$ cat config.mk
export PLATFORM = sky130hd
export DESIGN_NAME = if_stage_ctrl_flat
export DESIGN_NICKNAME = d
export VERILOG_FILES = /design/src/rtl/if_stage_ctrl_if.sv /design/src/rtl/if_stage_ctrl.sv /design/src/flat_wrapper.sv
export SDC_FILE = /design/constraint.sdc
export NUM_CORES = 1
export LEC_CHECK = 0
export ABC_AREA = 1
export CAP_MARGIN = 20
export CORE_ASPECT_RATIO = 1.75
export CORE_MARGIN = 2
export CORE_UTILIZATION = 40
export DETAILED_ROUTE_END_ITERATION = 8
export PLACE_DENSITY = 0.72
export RECOVER_POWER = 100
export SLEW_MARGIN = 20
export SYNTH_ARGS = -nofsm -noshare
export SYNTH_HDL_FRONTEND = slang
export SYNTH_SLANG_ARGS = --single-unit
$ cat constraint.sdc
create_clock -name clk -period 2 [get_ports clk]
set_input_delay 0.4 -clock clk [delete_from_list [all_inputs] [get_ports clk]]
set_output_delay 0.4 -clock clk [all_outputs]
set_load 0.1 [all_outputs]
$ cat src/rtl/if_stage_ctrl_if.sv
// Fetch-stage bus: hazard/branch controls and imem data in; fetch PC, IF/ID contents, bubble and debug counters out.
// Latency: none (signal bundle only).
// Backpressure: hazard_detected is the only hold-off; it freezes the stage for as long as it is high.
interface if_stage_ctrl_if #(
  parameter int CNT_WIDTH = 16
);
  logic                 hazard_detected;
  logic                 branch_taken;
  logic [31:0]          branch_addr;
  logic [31:0]          instr_in;
  logic [31:0]          pc_out;
  logic [31:0]          if_id_pc;
  logic [31:0]          if_id_instr;
  logic                 bubble_to_exe;
  logic [CNT_WIDTH-1:0] stall_cycles;
  logic [CNT_WIDTH-1:0] flush_count;
  logic                 stall_timeout;

  // Upstream side: hazard unit, branch resolver and instruction memory.
  modport master (
    output hazard_detected, branch_taken, branch_addr, instr_in,
    input  pc_out, if_id_pc, if_id_instr, bubble_to_exe,
           stall_cycles, flush_count, stall_timeout
  );

  // The fetch stage itself.
  modport slave (
    input  hazard_detected, branch_taken, branch_addr, instr_in,
    output pc_out, if_id_pc, if_id_instr, bubble_to_exe,
           stall_cycles, flush_count, stall_timeout
  );
endinterface

$ cat src/rtl/if_stage_ctrl.sv
// Instruction fetch: PC register, IF/ID register, hazard freeze, taken-branch flush, stall/flush stats, stall watchdog.
// Latency: fetched instruction reaches IF/ID one edge after its PC is presented; a taken branch costs one bubble.
// Backpressure: hazard_detected holds PC and IF/ID and overrides any branch; bubble_to_exe follows it combinationally.
module if_stage_ctrl #(
  parameter logic [31:0] RESET_PC  = 32'h0000_0000,
  parameter int          CNT_WIDTH = 16,
  parameter int          MAX_STALL = 4
) (
  input logic             clk,
  input logic             rst,
  if_stage_ctrl_if.slave  bus
);
  localparam logic [CNT_WIDTH-1:0] CNT_MAX   = '1;
  localparam logic [3:0]           STALL_LIM = 4'(MAX_STALL);

  logic [31:0]          pc_q;
  logic [31:0]          if_id_pc_q;
  logic [31:0]          if_id_instr_q;
  logic [CNT_WIDTH-1:0] stall_q;
  logic [CNT_WIDTH-1:0] flush_q;
  logic [3:0]           run_q;
  logic                 timeout_q;

  logic                 freeze;
  logic                 flush;
  logic [31:0]          pc_plus4;

  // A branch compared against a pending source is not trustworthy, so hazard masks it.
  assign freeze   = bus.hazard_detected;
  assign flush    = bus.branch_taken & ~bus.hazard_detected;
  assign pc_plus4 = pc_q + 32'd4;

  assign bus.pc_out        = pc_q;
  assign bus.if_id_pc      = if_id_pc_q;
  assign bus.if_id_instr   = if_id_instr_q;
  assign bus.bubble_to_exe = bus.hazard_detected;
  assign bus.stall_cycles  = stall_q;
  assign bus.flush_count   = flush_q;
  assign bus.stall_timeout = timeout_q;

  // PC and IF/ID advance, hold on freeze, or redirect to the target with a NOP in ID.
  always_ff @(posedge clk) begin
    if (rst) begin
      pc_q          <= RESET_PC;
      if_id_pc_q    <= 32'h0;
      if_id_instr_q <= 32'h0;
    end else if (freeze) begin
      pc_q          <= pc_q;
      if_id_pc_q    <= if_id_pc_q;
      if_id_instr_q <= if_id_instr_q;
    end else if (flush) begin
      pc_q          <= bus.branch_addr;
      if_id_pc_q    <= 32'h0;
      if_id_instr_q <= 32'h0;
    end else begin
      pc_q          <= pc_plus4;
      if_id_pc_q    <= pc_plus4;
      if_id_instr_q <= bus.instr_in;
    end
  end

  // Saturating debug statistics plus a sticky watchdog on long consecutive stalls.
  always_ff @(posedge clk) begin
    if (rst) begin
      stall_q   <= '0;
      flush_q   <= '0;
      run_q     <= 4'd0;
      timeout_q <= 1'b0;
    end else begin
      if (freeze && stall_q != CNT_MAX) begin
        stall_q <= stall_q + 1'b1;
      end
      if (flush && flush_q != CNT_MAX) begin
        flush_q <= flush_q + 1'b1;
      end
      if (!freeze) begin
        run_q <= 4'd0;
      end else if (run_q != 4'hF) begin
        run_q <= run_q + 4'd1;
      end
      // run_q counts stalls already taken, so equality marks the (MAX_STALL+1)-th one.
      if (freeze && run_q == STALL_LIM) begin
        timeout_q <= 1'b1;
      end
    end
  end
endmodule

$ cat src/flat_wrapper.sv
// flat-port wrapper written by rule: the top's interface ports become plain ports
module if_stage_ctrl_flat 
#(
  parameter logic [31:0] RESET_PC  = 32'h0000_0000,
  parameter int          CNT_WIDTH = 16,
  parameter int          MAX_STALL = 4
)
  (clk, rst, bus_hazard_detected, bus_branch_taken, bus_branch_addr, bus_instr_in, bus_pc_out, bus_if_id_pc, bus_if_id_instr, bus_bubble_to_exe, bus_stall_cycles, bus_flush_count, bus_stall_timeout);
  if_stage_ctrl_if #(.CNT_WIDTH(CNT_WIDTH)) bus_i ();
  input logic clk;
  input logic rst;
  input wire logic [$bits(bus_i.hazard_detected)-1:0] bus_hazard_detected;
  input wire logic [$bits(bus_i.branch_taken)-1:0] bus_branch_taken;
  input wire logic [$bits(bus_i.branch_addr)-1:0] bus_branch_addr;
  input wire logic [$bits(bus_i.instr_in)-1:0] bus_instr_in;
  output wire logic [$bits(bus_i.pc_out)-1:0] bus_pc_out;
  output wire logic [$bits(bus_i.if_id_pc)-1:0] bus_if_id_pc;
  output wire logic [$bits(bus_i.if_id_instr)-1:0] bus_if_id_instr;
  output wire logic [$bits(bus_i.bubble_to_exe)-1:0] bus_bubble_to_exe;
  output wire logic [$bits(bus_i.stall_cycles)-1:0] bus_stall_cycles;
  output wire logic [$bits(bus_i.flush_count)-1:0] bus_flush_count;
  output wire logic [$bits(bus_i.stall_timeout)-1:0] bus_stall_timeout;
  assign bus_i.hazard_detected = bus_hazard_detected;
  assign bus_i.branch_taken = bus_branch_taken;
  assign bus_i.branch_addr = bus_branch_addr;
  assign bus_i.instr_in = bus_instr_in;
  assign bus_pc_out = bus_i.pc_out;
  assign bus_if_id_pc = bus_i.if_id_pc;
  assign bus_if_id_instr = bus_i.if_id_instr;
  assign bus_bubble_to_exe = bus_i.bubble_to_exe;
  assign bus_stall_cycles = bus_i.stall_cycles;
  assign bus_flush_count = bus_i.flush_count;
  assign bus_stall_timeout = bus_i.stall_timeout;
  if_stage_ctrl #(.RESET_PC(RESET_PC), .CNT_WIDTH(CNT_WIDTH), .MAX_STALL(MAX_STALL)) u_core (.clk(clk), .rst(rst), .bus(bus_i));
endmodule
==> results.yml <==
floorplan:
  rows: 59
  die_x_um: 97.1
  die_h_um: 167
  ios: 198
  core_region_area_um2: 14800
  start_util_pct: 40.9
  die_area_um2: 16200
cells_and_area:
  final_common_cell: "nand2_1"
  nets: 1111
  final_cells: 1235
  layout_common_cells: "247 x nand2_1, 132 x clkbuf_2, 92 x dfxtp_1, 74 x inv_1, 65 x clkdlybuf4s50_1"
  postLayoutCoreUtil_pct: 55.7
  areaGrowthSynthToFinish_pct: 36.2
  num-fill-cells: 1458
  drive_above_1_share_pct: 23.9
grt:
  antenna_found_initial: 1
  grt_usage_pct: 22.6
  grt_max_degree: 44
  grt_overflow: 0
  first_global_vias: 6085
  grt_pass1_wl_um: 30000
placement:
  dp_cells: 1202
  port-buffer-count: 197
  gp_congestion: 0.886
  dp_hpwl_um: 13900
power:
  total_power_w: 0.00712
  cellPowerDensity_nw_per_um2: 860
  leakage_nw: 3.53
  ir_worst_vdd_uv: 476
yosys:
  synth-seq-cells: 133
  synth_cells: 831
  yosysUniqueCellTypes: 35
  synth_area_um2: 6070
  synth-edff-count: 0
  seq_area_frac_synth_pct: 43.8
  synthArstFlopShare_pct: 0
  yosysWarningCount: 0
  avgSynthCellArea_um2: 7.31
  ys.flop_type: "dfxtp_1"
  synth_nets: 904
worst_setup_path:
  reg2reg_slack_ns: 0.17
  crit_type: "input port to output pin"
  crit_arrival_ns: 1.53
  rr_endpoint: "u_core.bus.stall_cycles[0]"
  cp-start-kind: "input port"
  r2r_start: "u_core.bus.stall_cycles[0]"
  r2r_cells: 8
  critPathCaptureType: "output pin"
  critPathRequiredTime_ns: 1.60
  crit_path_max_fanout: 17
timing:
  rsz0062_at_grt: "no"
  max_slew.worst_pin.slew_ns: 0.620
  fin_skew_ns: 0.0117
  finalCriticalPeriod_ns: 1.93
  hold_viol_final: 0
  timing.hold.ws_ns: 0.377
  setup_viol: 0
  max_freq_mhz: 519
  relSlewSlack_pct: 58.6
  setup_tns_ns: 0
  slew_violations: 0
  fin_crit_sh_pct: 96.4
clocking:
  cts_tree: "done"
  holdBufCountCts: 0
  cts_sinks: 133
  clk_path_buf_depth: 2
  cts_setup_buffers: 0
  cts_buffers: 17
  cts_max_level: 4
  path_clk_slew_ns: 0.06
  clock_latency_ns: 0.41
  clock-root-buffer: "clkbuf_16"
  cts-resized-gates: 0
min_path:
  whs_endpoint: "u_core.bus.if_id_pc[19]"
  hp-class: "input port to flop"
  hold_depth: 4
  hp-start: "rst"
routing:
  route.met3.wl_um: 885
  first_iter_violations: 189
  top_layer: "met4"
  drc_errors: 0
  dr.pass1.iters: 7
  avgViaCountPerCell: 5.00
  routedWlPerCell_um: 14.9
  wl_met1_um: 7070
  routed-via-count: 6176
  postRouteAntennaNets: 0
  wl_um: 18400
  wl_met2_um: 10000
run_status:
  status: "finished, final reports clean"
flow_run:
  cap_violations: 0
==> per-stage QoR <==
stage | instance area [um2] | setup slack, ns
after floorplan | 6120 | 0.0173
after global placement | 8240 | 0.0703
after detailed placement | 8240 | 0.0255
after CTS | 8830 | 0.124
after global routing | 8270 | 0.00934
final | 8270 | 0.0721
==> flip-flops by register name, summed over array words and instances (netlist names) <==
signal and cells:
u_core.bus.if_id_instr 32, u_core.bus.if_id_pc 32, u_core.bus.pc_out 32, u_core.bus.flush_count 16, u_core.bus.stall_cycles 16, u_core.run_q 4
u_core.bus.stall_timeout 1
==> cell usage after synthesis, types with 7 or more instances <==
cell type	instances	share of area [%]
nand2_1	247	15
dfxtp_1	133	44
inv_1	72	4.5
nand3_1	61	5.0
nor2_1	60	3.7
o21ai_0	47	3.9
a21oi_1	40	3.3
a22o_1	33	4.8
nand4_1	14	1.4
buf_2	13	1.1
clkbuf_1	13	0.80
xor2_1	13	1.9
a31oi_1	11	1.1
a21oi_2	9	1.3
xnor2_1	9	1.3
nor2_2	7	0.72
nor3_1	7	0.58
==> cells by family (layout without fill, tap and decap cells) <==
kind of cell,after synthesis,in the layout,synth area share (%)
simple gates,412,412,28.8
compound gates,150,150,15.7
flops,133,133,43.8
buf+inv,109,329,7.44
xor+xnor,22,22,3.17
fa+ha+maj,5,5,1.03
other cells,0,1,0
==> layer usage <==
metal  up-vias  track usage [%]
met1      2840             24.0
met2       164             42.2
met4         0             9.55
met3        27             5.16
li1       3145                -
met5         -                0
==> area by class of cell <==
type                            instances  area [um2]  share of cell area (%)
Antenna cell                            1        2.50                  0.0303
Clock inverter                         13         148                    1.79
Clock buffer                           19         443                    5.36
Sequential cell                       133        2710                    32.8
Inverter                               76         285                    3.45
Tap cell                              183         229                    2.77
Timing Repair Buffer                  221        1510                    18.3
Multi-Input combinational cell        589        2940                    35.5
==> report_power, final <==
group	switching (W)	internal [W]	total [W]
registers	0.0000878	0.00275	0.00283
clock network	0.00121	0.00188	0.00310
logic	0.000907	0.000280	0.00119
==> how the worst max path moves through the flow <==
stage	slack, ns	endpoint	cells after the start	start
5_1_grt	0.009	u_core.bus.if_id_pc[20]	8	u_core.bus.pc_out[2]
4_1_cts	0.12	bus_bubble_to_exe	3	bus_hazard_detected
3_3_place_gp	0.07	u_core.bus.if_id_pc[10]	7	bus_hazard_detected
6_report	0.07	bus_bubble_to_exe	3	bus_hazard_detected
2_1_floorplan	0.02	u_core.bus.pc_out[24]	7	u_core.bus.pc_out[11]
3_5_place_dp	0.03	u_core.bus.pc_out[21]	8	bus_hazard_detected
==> worst max-delay path, cell delays in order <==
cell           delay, ns
dlygate4sd3_1       0.61
buf_4               0.27
buf_8               0.23
No activity file was read; power rests on OpenSTA's default activity.
